<file path="src/rtl/seg_pkg.sv">
// Shared constants for the seven-segment scanner: digit count, special codes
// and the segment patterns (bit 0 = segment a).
package seg_pkg;

    localparam int NUM_DIGITS = 8;

    localparam logic [3:0] CODE_MINUS = 4'd14;
    localparam logic [3:0] CODE_BLANK = 4'd15;

    localparam logic [6:0] SEG_0     = 7'h3F;
    localparam logic [6:0] SEG_1     = 7'h06;
    localparam logic [6:0] SEG_2     = 7'h5B;
    localparam logic [6:0] SEG_3     = 7'h4F;
    localparam logic [6:0] SEG_4     = 7'h66;
    localparam logic [6:0] SEG_5     = 7'h6D;
    localparam logic [6:0] SEG_6     = 7'h7D;
    localparam logic [6:0] SEG_7     = 7'h07;
    localparam logic [6:0] SEG_8     = 7'h7F;
    localparam logic [6:0] SEG_9     = 7'h6F;
    localparam logic [6:0] SEG_MINUS = 7'h40;
    localparam logic [6:0] SEG_BLANK = 7'h00;

    typedef enum logic {
        PH_BLANK = 1'b0,
        PH_SHOW  = 1'b1
    } slot_phase_e;

endpackage

</file>
<file path="src/rtl/seg_decode.sv">
// Combinational 4-bit code to seven-segment pattern decoder.
// Codes 10-13 and 15 render blank; 14 renders a minus sign.
module seg_decode
    import seg_pkg::*;
(
    input  logic [3:0] code_i,
    output logic [6:0] seg_o
);

    always_comb begin
        seg_o = SEG_BLANK;
        case (code_i)
            4'd0:       seg_o = SEG_0;
            4'd1:       seg_o = SEG_1;
            4'd2:       seg_o = SEG_2;
            4'd3:       seg_o = SEG_3;
            4'd4:       seg_o = SEG_4;
            4'd5:       seg_o = SEG_5;
            4'd6:       seg_o = SEG_6;
            4'd7:       seg_o = SEG_7;
            4'd8:       seg_o = SEG_8;
            4'd9:       seg_o = SEG_9;
            CODE_MINUS: seg_o = SEG_MINUS;
            default:    seg_o = SEG_BLANK;
        endcase
    end

endmodule

</file>
<file path="src/rtl/seg_scan.sv">
// Eight-digit multiplexed LED scanner with per-slot blanking and input snapshot.
// Optional digit blinking is built only when SEG_SCAN_BLINK_EN is defined.
module seg_scan
    import seg_pkg::*;
#(
    parameter int CLK_DIV      = 1000,
    parameter int BLANK_CYC    = 8,
    parameter int BLINK_FRAMES = 64
) (
    input  logic        clk,
    input  logic        rst_n,
    input  logic [31:0] digits,
    input  logic [7:0]  dp,
    input  logic [7:0]  blink,
    output logic [7:0]  leg,
    output logic [7:0]  dis,
    output logic        frame_start
);

    localparam int CNT_W = $clog2(CLK_DIV);
    localparam logic [CNT_W-1:0] CNT_MAX   = CNT_W'(CLK_DIV - 1);
    localparam logic [CNT_W-1:0] BLANK_END = CNT_W'(BLANK_CYC);

    logic [CNT_W-1:0] cnt_q, cnt_d;
    logic [2:0]       idx_q, idx_d;
    logic [3:0]       code_q;
    logic             dp_snap_q;
    logic [7:0]       leg_q, leg_d;
    logic [7:0]       dis_q, dis_d;
    logic             fs_q, fs_d;
    logic [6:0]       seg_pat;
    logic             blink_hide;
    slot_phase_e      phase;

    seg_decode u_decode (
        .code_i (code_q),
        .seg_o  (seg_pat)
    );

`ifdef SEG_SCAN_BLINK_EN
    localparam int FRM_W = $clog2(BLINK_FRAMES + 1);
    localparam logic [FRM_W-1:0] FRM_MAX = FRM_W'(BLINK_FRAMES - 1);

    logic [FRM_W-1:0] frm_q;
    logic             blink_ph_q;
    logic             blink_snap_q;

    // Frame count advances as digit 7's slot wraps back to digit 0.
    always_ff @(posedge clk) begin
        if (!rst_n) begin
            frm_q        <= '0;
            blink_ph_q   <= 1'b0;
            blink_snap_q <= 1'b0;
        end else begin
            if (cnt_q == '0) begin
                blink_snap_q <= blink[idx_q];
            end
            if (cnt_q == CNT_MAX && idx_q == 3'd7) begin
                if (frm_q == FRM_MAX) begin
                    frm_q      <= '0;
                    blink_ph_q <= ~blink_ph_q;
                end else begin
                    frm_q <= frm_q + 1'b1;
                end
            end
        end
    end

    assign blink_hide = blink_ph_q & blink_snap_q;
`else
    logic unused_blink;
    assign unused_blink = ^blink;
    assign blink_hide   = 1'b0;
`endif

    assign phase = (cnt_q >= BLANK_END) ? PH_SHOW : PH_BLANK;

    always_comb begin
        cnt_d = cnt_q + 1'b1;
        idx_d = idx_q;
        if (cnt_q == CNT_MAX) begin
            cnt_d = '0;
            idx_d = idx_q + 3'd1;
        end
    end

    // Outputs are computed from the current cnt/idx and registered, so the
    // digit enable always drops during the blank lead-in of the next slot.
    always_comb begin
        leg_d = 8'hFF;
        dis_d = 8'h00;
        fs_d  = (cnt_q == '0) && (idx_q == 3'd0);
        if (phase == PH_SHOW) begin
            leg_d = ~(8'h01 << idx_q);
            dis_d = blink_hide ? 8'h00 : {dp_snap_q, seg_pat};
        end
    end

    always_ff @(posedge clk) begin
        if (!rst_n) begin
            cnt_q     <= '0;
            idx_q     <= '0;
            code_q    <= '0;
            dp_snap_q <= 1'b0;
            leg_q     <= 8'hFF;
            dis_q     <= 8'h00;
            fs_q      <= 1'b0;
        end else begin
            cnt_q <= cnt_d;
            idx_q <= idx_d;
            if (cnt_q == '0) begin
                code_q    <= digits[{idx_q, 2'b00} +: 4];
                dp_snap_q <= dp[idx_q];
            end
            leg_q <= leg_d;
            dis_q <= dis_d;
            fs_q  <= fs_d;
        end
    end

    assign leg         = leg_q;
    assign dis         = dis_q;
    assign frame_start = fs_q;

endmodule
</file>
<file path="config.mk">
export PLATFORM = sky130hd
export DESIGN_NAME = seg_scan
export DESIGN_NICKNAME = d
export VERILOG_FILES = /design/src/rtl/seg_pkg.sv /design/src/rtl/seg_decode.sv /design/src/rtl/seg_scan.sv
export SDC_FILE = /design/constraint.sdc
export NUM_CORES = 1
export LEC_CHECK = 0
export ABC_AREA = 1
export CAP_MARGIN = 20
export CORE_MARGIN = 3
export CORE_UTILIZATION = 45
export DETAILED_ROUTE_END_ITERATION = 6
export DONT_BUFFER_PORTS = 1
export GPL_ROUTABILITY_DRIVEN = 1
export HOLD_SLACK_MARGIN = 0.03
export PLACE_DENSITY = 0.7
export SLEW_MARGIN = 20
export SYNTH_ARGS = -nofsm -noshare
export SYNTH_HDL_FRONTEND = slang
export SYNTH_HIERARCHICAL = 1
export SYNTH_SLANG_ARGS = --single-unit
</file>
<file path="constraint.sdc">
create_clock -name clk -period 1.6 [get_ports clk]
set_input_delay 0.16 -clock clk [delete_from_list [all_inputs] [get_ports clk]]
set_output_delay 0.16 -clock clk [all_outputs]
set_load 0.02 [all_outputs]
</file>
==> results_dict.tcl, run 1 <==
set metrics [dict create \
    wl_um 3960 \
    die_w_um 73.8 \
    vias 1769 \
    clockRootBuffer "clkbuf_8" \
    ioPinCount 67 \
    synth_cell_types 26 \
    hold_path_class "in2reg" \
    crit_chain "ha_1 > nand2_1 > inv_1 > nand3_4 > nand2_4 > nor3_1" \
    tns_ps 0 \
    routedWlPerCell_um 10.7 \
    finalCritPeriodShare 0.885 \
    vdd_drop_max_uv 435 \
    viasPerCell 4.79 \
    path_buf_inv 1 \
    end_kind "flip-flop" \
    p_seq_frac 0.529 \
    cts_buffers 5 \
    die_y_um 73.8 \
    min-delay-start "rst_n" \
    post-route-min-period_ps 1420 \
    num_antenna_cells 0 \
    path_clk_slew_ps 70 \
    syn_avg_cell_area_um2 6.62 \
    setup-violations-final 0 \
    drv_slew 0 \
    relSlewSlack 0.738 \
    path_delay_family "flip-flops" \
    grt_max_degree 24 \
    r2r_start "cnt_q[0]$_SDFF_PP0_" \
    antenna_found_initial 0 \
    nets 380 \
    synth_xor_area_frac 0.0127 \
    clk_path_buf_depth 2 \
    design_power_total_w 0.00174 \
    seq_area_um2 701 \
    power_density_nw_per_um2 784 \
    arrival_ps 1590 \
    grt_first_pass_wirelength_um 6760 \
    synth_seq_area_share 0.339 \
    p_leak_nw 1.13 \
    max_freq_mhz 706 \
    place_congestion 0.770 \
    num-fill-cells 453 \
    layout-drive-gt1-share 0.104 \
    fin_skew_ps 7.21 \
    yosys.area_share.simple 0.405 \
    worst_pin_slew_ps 392 \
    critPathLaunch "cnt_q[0]$_SDFF_PP0_" \
    r2r_cells 6 \
    p_switching_w 0.000465 \
    portBuffers 0 \
    synth_compound_area_frac 0.0291 \
    start_util 0.471 \
    grt_pass1_vias 1544 \
    crit_slowest_cell "dfxtp_1" \
    outcome "complete, no violations" \
    maxCapViolations 0 \
    yosys_register_bits 35 \
    r2r_end "cnt_q[2]$_SDFF_PP0_" \
    cts_max_level 2 \
    firstDrtPassIters 4 \
    synth_nets 376 \
    syn_to_final_growth_pct 7.33 \
    drc 0 \
    synthMuxAreaShare 0 \
    ant_nets 0 \
    comb_power_share 0.117 \
    hold-path-cell-count 2 \
    hpwl_um 2980 \
    synth_top_family_by_area "simple AND/OR/NAND/NOR gates" \
    ys_warn_count 6 \
    dieArea_um2 5440 \
    most-common-layout-cells "nand2_1, inv_1, nand3_1" \
    grt_overflow 0 \
    p_sw_frac 0.267 \
    row_count 24 \
    start_kind "flip-flop" \
    ff2ff_setup_slack_ps 180 \
    crit_required_ps 1770 \
    grt_setup_unrepaired "false" \
    clock_sinks 35 \
    syn-cell-area_um2 2070 \
    p_int_w 0.00127 \
    cts_tree "yes" \
    crit_path_max_incr_delay_ps 450 \
    critPathMaxFanout 10 \
    hold_viol_final 0 \
    synthCells 312 \
    core_area_um2 4380 \
    synth_fa_ha_area_frac 0.0848 \
    grt_usage 0.159 \
    mostFrequentLayoutCell "nand2_1" \
    clk_latency_ps 290 \
    path_class "reg2reg" \
    multi_input_area_um2 1100 \
    hold_end "cnt_q[0]$_SDFF_PP0_" \
    drtIter0Drc 65 \
    pwr-share-clk 0.355 \
]
final cells by class:
cell class / count / area share
Inverter: 60 / 0.103
Sequential cell: 35 / 0.316
Tap cell: 52 / 0.0293
Clock buffer: 6 / 0.0327
Multi-Input combinational cell: 209 / 0.495
Timing Repair Buffer: 5 / 0.0181
Clock inverter: 2 / 0.00564
metrics by stage:
stage	area, µm²	hold slack [ps]	instances	util	setup WS (ps)
2_1_floorplan	2070	280	312	-	345
3_3_place_gp	2120	284	360	0.484	228
3_5_place_dp	2120	287	360	0.484	177
4_1_cts	2220	67.5	369	0.506	171
5_1_grt	2220	73.0	369	0.506	27.5
6_report	2220	68.2	369	0.506	183
worst max path at each step:
stage | endpoint | slack [ps] | depth (start not counted)
final | cnt_q[2]$_SDFF_PP0_ | 180 | 6
after floorplan | idx_q[2]$_SDFFE_PN0N_ | 340 | 7
after global routing | cnt_q[2]$_SDFF_PP0_ | 30 | 6
after detailed placement | cnt_q[2]$_SDFF_PP0_ | 180 | 6
after CTS | cnt_q[2]$_SDFF_PP0_ | 170 | 6
after global placement | cnt_q[2]$_SDFF_PP0_ | 230 | 6
flip-flops by register name, summed over array words and instances, names as in the netlist:
name,count
idx_q,3
dis,8
cnt_q,10
frame_start,1
code_q,4
leg,8
dp_snap_q,1
timing repair:
item,4_1_cts,5_1_grt
hold buffers,1,0
buffers inserted,0,0
endpoints found under the setup margin,0,0
hold endpoints to repair,4,0
resized for setup,0,0
cells in the mapped netlist:
| cell | n | share of area |
|---|---|---|
| ha_1 | 14 | 0.085 |
| nor2_2 | 5 | 0.015 |
| dfxtp_1 | 35 | 0.34 |
| buf_2 | 7 | 0.017 |
| inv_4 | 1 | 0.0030 |
| inv_2 | 4 | 0.0073 |
| or2_2 | 1 | 0.0030 |
| nand2_2 | 3 | 0.0091 |
| nor3_2 | 2 | 0.0097 |
| inv_1 | 55 | 0.10 |
| nor3_4 | 2 | 0.016 |
| clkbuf_1 | 1 | 0.0018 |
| nand3_1 | 40 | 0.097 |
| o21ai_0 | 1 | 0.0024 |
| nand2_4 | 1 | 0.0055 |
| nor2_1 | 19 | 0.035 |
| nand4_1 | 3 | 0.0091 |
| nand3_2 | 1 | 0.0048 |
| xnor2_1 | 1 | 0.0042 |
| xor2_1 | 2 | 0.0085 |
| a21oi_1 | 11 | 0.027 |
| nor2_4 | 1 | 0.0055 |
| nand2_1 | 96 | 0.17 |
| nor3_1 | 4 | 0.0097 |
| nand3b_1 | 1 | 0.0036 |
| nand3_4 | 1 | 0.0085 |
logic make-up after synthesis:
family	Yosys count
buffers and inverters	68
xor gates and xnor gates	3
AOI/OAI and AO/OA	12
DFF	35
adders and majority gates	14
and+or+nand+nor	180
power groups by stage:
stage          Combinational [W]  Sequential, W  Clock [W]
6_report                0.000203       0.000919   0.000617
5_1_grt                 0.000244       0.000923   0.000672
4_1_cts                 0.000205       0.000919   0.000637
3_5_place_dp            0.000201       0.000939          0
3_3_place_gp            0.000197       0.000939          0
2_1_floorplan           0.000170       0.000933          0
layer usage:
metal | vias to the layer above | GRT usage | part of all wire
met1 | 750 | 0.215 | 0.49
li1 | 955 | - | -
met3 | 7 | 0.0479 | 0.066
met5 | - | 0 | 0
met2 | 57 | 0.237 | 0.43
met4 | 0 | 0.0543 | 0.015
Note: power is estimated with default switching activity, not from simulation.
==> run 2: changes to the inputs <==
- CORE_MARGIN: 3 -> default
- CTS_BUF_LIST: default -> sky130_fd_sc_hd__clkbuf_4 sky130_fd_sc_hd__clkbuf_8
- RECOVER_POWER: default -> 25
==> run 2 against run 1 <==
Net effect: hold slack better by 2.8 ps; worst setup slack improved by 5.0 ps; count of clock-buffer cells in the layout shrank 1; non-clock buffer count did not move; critical path type unchanged.
==> results_dict.tcl, run 2 (synthesis results as in run 1) <==
set metrics [dict create \
    layout-drive-gt1-share 0.107 \
    critPathMaxFanout 10 \
    crit_required_ps 1770 \
    wl_um 3910 \
    arrival_ps 1580 \
    clockRootBuffer "clkbuf_8" \
    grt_setup_unrepaired "false" \
    start_util 0.471 \
    p_seq_frac 0.520 \
    cts_tree "yes" \
    crit_slowest_cell "dfxtp_1" \
    ant_nets 0 \
    num-fill-cells 446 \
    row_count 24 \
    viasPerCell 4.75 \
    pwr-share-clk 0.364 \
    finalCritPeriodShare 0.882 \
    antenna_found_initial 0 \
    post-route-min-period_ps 1410 \
    setup-violations-final 0 \
    design_power_total_w 0.00177 \
    vias 1753 \
    p_sw_frac 0.275 \
    grt_max_degree 24 \
    cts_max_level 2 \
    p_switching_w 0.000487 \
    post_cts_buffers 0 \
    cts_buffers 5 \
    path_buf_inv 1 \
    relSlewSlack 0.740 \
    ioPinCount 67 \
    start_kind "flip-flop" \
    p_int_w 0.00128 \
    syn_to_final_growth_pct 7.75 \
    core_area_um2 4380 \
    largest_reg_flops 10 \
    hpwl_um 2920 \
    vdd_drop_max_uv 647 \
    outcome "complete, no violations" \
    p_leak_nw 1.14 \
    most-common-layout-cells "nand2_1, inv_1, nand3_1" \
    path_class "reg2reg" \
    power_density_nw_per_um2 794 \
    path_clk_slew_ps 70 \
    clk_latency_ps 280 \
    crit_path_max_incr_delay_ps 470 \
    path_delay_family "flip-flops" \
    drv_slew 0 \
    end_kind "flip-flop" \
    nets 380 \
    fin_skew_ps 5.11 \
    clock_sinks 35 \
    crit_chain "ha_1 > nand2_1 > inv_1 > nand3_4 > nand2_4 > nor3_1" \
    drc 0 \
    grt_pass1_vias 1576 \
    max_freq_mhz 708 \
    maxCapViolations 0 \
    mostFrequentLayoutCell "nand2_1" \
    die_w_um 69.8 \
    grt_first_pass_wirelength_um 6760 \
    routedWlPerCell_um 10.6 \
    comb_power_share 0.115 \
    clk_path_buf_depth 2 \
    hold_path_class "in2reg" \
    top_register "cnt_q" \
    num_antenna_cells 0 \
    grt_overflow 0 \
    worst_pin_slew_ps 390 \
    die_y_um 69.8 \
    portBuffers 0 \
    hold_viol_final 0 \
    grt_usage 0.169 \
    tns_ps 0 \
    drtIter0Drc 65 \
    place_congestion 0.816 \
    dieArea_um2 4870 \
    firstDrtPassIters 6 \
]
-- run 2: per-layer routing --
layer | global-route usage | up-vias | share of wire
li1 | - | 952 | -
met1 | 0.226 | 740 | 0.49
met2 | 0.276 | 59 | 0.45
met3 | 0.0480 | 2 | 0.059
met4 | 0.0289 | 0 | 0.0020
met5 | 0 | - | 0
-- run 2: power by group through the flow --
stage                     Combinational [W]  Clock (W)  Sequential [W]
final                              0.000204   0.000644        0.000920
after global routing               0.000238   0.000707        0.000923
after CTS                          0.000205   0.000657        0.000919
after detailed placement           0.000200          0        0.000940
after global placement             0.000197          0        0.000939
after floorplan                    0.000170          0        0.000933
-- run 2: cell type report --
class / instances / area, µm² / area share
Clock inverter: 3 / 25.0 / 0.0112
Multi-Input combinational cell: 209 / 1100 / 0.494
Clock buffer: 5 / 68.8 / 0.0309
Inverter: 60 / 228 / 0.102
Timing Repair Buffer: 5 / 40.0 / 0.0180
Tap cell: 52 / 65.1 / 0.0292
Sequential cell: 35 / 701 / 0.315
-- run 2: worst paths after layout --
check / start / end / slack [ps] / cells past startpoint
worst max-delay path: cnt_q[0]$_SDFF_PP0_ / cnt_q[2]$_SDFF_PP0_ / 190 / 6
worst min register to register: dp_snap_q$_SDFFE_PN0N_ / dis[7]$_SDFF_PN0_ / 470 / 2
worst max register to register: cnt_q[0]$_SDFF_PP0_ / cnt_q[2]$_SDFF_PP0_ / 190 / 6
worst min-delay path: rst_n / cnt_q[6]$_SDFF_PP0_ / 70 / 2
-- run 2: what timing repair did --
action / CTS / global route
gates resized for setup: 0 / 0
setup endpoints to repair: 0 / 0
hold buffers: 1 / 0
hold endpoints to repair: 4 / 0
-- run 2: per-stage QoR --
stage,util,instance area [µm²],instances,setup WS [ps],hold WS [ps]
after floorplan,-,2070,312,345,280
after global placement,0.484,2120,360,226,283
after detailed placement,0.484,2120,360,186,288
after CTS,0.508,2230,369,193,75.8
after global routing,0.508,2230,369,101,66.1
final,0.508,2230,369,188,71.0
==> run 3: changes to the inputs <==
- CTS_CLUSTER_DIAMETER: default -> 40
- DONT_BUFFER_PORTS: 1 -> default
- PLACE_DENSITY: 0.7 -> 0.88
- clock period: 1.6 -> 1.4 ns (I/O delays scaled with it)
==> run 3 against run 2 <==
Net effect: largest cell class unchanged; global-route usage grew 3.6 points; die area is the same; critical path depth decreased by 5; highest routed layer unchanged; sequential share of layout area shrank 7.1 points; utilization is 15 points higher; cell count up 17%; count of clock-buffer cells in the layout increased by 1; worst setup slack worse by 130 ps; register-to-register slack worse by 120 ps; combinational power increased by 84%; critical path type is now reg2out; first-iteration DRC count up 34%.
==> results_dict.tcl, run 3 (synthesis results as in run 1) <==
set metrics [dict create \
    mostFrequentLayoutCell "nand2_1" \
    grt_setup_unrepaired "true" \
    die_y_um 69.8 \
    wl_um 4660 \
    grt_first_pass_wirelength_um 8070 \
    crit_chain "clkdlybuf4s50_1" \
    clk_path_buf_depth 2 \
    cts_max_level 2 \
    crit_required_ps 1260 \
    cts_buffers 5 \
    post_cts_buffers 0 \
    design_power_total_w 0.00251 \
    crit_slowest_cell "clkdlybuf4s50_1" \
    end_kind "output port" \
    top_register "cnt_q" \
    hold_end "dis[7]$_SDFF_PN0_" \
    hpwl_um 3580 \
    start_kind "flip-flop" \
    cts_resized 0 \
    vias 2023 \
    hold_viol_final 0 \
    power_density_nw_per_um2 872 \
    start_util 0.471 \
    relSlewSlack 0.788 \
    drtIter0Drc 87 \
    min-delay-start "dp_snap_q$_SDFFE_PN0N_" \
    fin_skew_ps 8.60 \
    ff2ff_setup_slack_ps 70 \
    grt_pass1_vias 1967 \
    largest_reg_flops 10 \
    row_count 24 \
    clockRootBuffer "clkbuf_8" \
    hold_path_class "reg2reg" \
    maxCapViolations 0 \
    dpl-instance-area_um2 2730 \
    num_antenna_cells 0 \
    path_clk_slew_ps 70 \
    dieArea_um2 4870 \
    firstDrtPassIters 4 \
    nets 441 \
    grt_usage 0.205 \
    grt_overflow 0 \
    grt_max_degree 24 \
    crit_path_max_incr_delay_ps 590 \
    hold_slack_ps 451 \
    ioPinCount 67 \
    fin_util 0.657 \
    fin_area_um2 2880 \
    r2r_end "code_q[2]$_SDFFE_PN0N_" \
    place_congestion 0.821 \
    r2r_cells 7 \
    clk_latency_ps 290 \
    ant_nets 0 \
    worst_pin_slew_ps 316 \
    finalCritPeriodShare 0.958 \
    outcome "complete, no violations" \
    critPathMaxFanout 1 \
    portBuffers 58 \
    cts.hold.buffers_added 0 \
    core_area_um2 4380 \
    path_buf_inv 1 \
    cts_tree "yes" \
    clock_sinks 35 \
    place_ws_ps 18.9 \
    setup-violations-final 0 \
    post-route-min-period_ps 1340 \
    p_leak_nw 1.40 \
    layout_setup_ws_ps 59.3 \
    drv_slew 0 \
    syn_to_final_growth_pct 39.4 \
    layout-drive-gt1-share 0.116 \
    path_delay_family "buffers and inverters" \
    max_freq_mhz 746 \
    routedWlPerCell_um 10.8 \
    vdd_drop_max_uv 879 \
    viasPerCell 4.70 \
    drc 0 \
    r2r_start "cnt_q[0]$_SDFF_PP0_" \
    arrival_ps 1200 \
    most-common-layout-cells "nand2_1, clkdlybuf4s50_1, inv_1" \
    path_class "reg2out" \
    antenna_found_initial 0 \
    die_w_um 69.8 \
    hold-path-cell-count 2 \
]
-- run 3: cell types whose count changed in the layout (fill, tap and decap cells not counted), moves of 2 or more --
cell,delta
clkdlybuf4s50_1,+57
dfxtp_1,-2
buf_4,+3
clkinv_4,-2
bufinv_16,+2
inv_1,-2
dfxtp_2,+2
-- run 3: stage by stage --
stage               instances  setup TNS, ps
floorplan                 312              0
global placement          422              0
detailed placement        422              0
CTS                       430              0
global route              430          -63.6
finish                    430              0
-- run 3: power breakdown --
part / internal, W / switching (W) / total (W)
combinational: 0.000198 / 0.000178 / 0.000376
sequential: 0.00102 / 0.0000210 / 0.00104
clock: 0.000731 / 0.000363 / 0.00109
-- run 3: worst register-to-register path: stages, from the launching register on --
cell     delay [ps]
dfxtp_2         340
inv_1            70
ha_1            170
nand2_1          90
nor3_4          300
inv_2           110
nand2_1          80
a21oi_1          70
-- run 3: routing by layer --
metal	wire, µm	up-vias	global-route usage
li1	-	1077	-
met1	2010	895	0.223
met2	2430	42	0.392
met3	153	9	0.0480
met4	69	0	0.0578
met5	0	-	0
-- run 3: layout make-up --
| cell class | count | area (µm²) |
|---|---|---|
| Clock buffer | 6 | 76.3 |
| Clock inverter | 2 | 60.1 |
| Fill cell | 368 | 1500 |
| Inverter | 60 | 230 |
| Multi-Input combinational cell | 209 | 1110 |
| Sequential cell | 35 | 703 |
| Tap cell | 52 | 65.1 |
| Timing Repair Buffer | 66 | 638 |
-- run 3: worst max-delay path by stage --
stage                     slack [ps]  cells past startpoint                      to             startpoint
final                             60                      1                  leg[0]      leg[0]$_SDFF_PN1_
after global routing             -20                      7  dp_snap_q$_SDFFE_PN0N_    cnt_q[0]$_SDFF_PP0_
after CTS                         10                      7  code_q[2]$_SDFFE_PN0N_    cnt_q[1]$_SDFF_PP0_
after detailed placement          20                      7  code_q[2]$_SDFFE_PN0N_    cnt_q[1]$_SDFF_PP0_
after global placement           100                      7  code_q[1]$_SDFFE_PN0N_    cnt_q[1]$_SDFF_PP0_
after floorplan                  140                      7   idx_q[2]$_SDFFE_PN0N_  idx_q[2]$_SDFFE_PN0N_
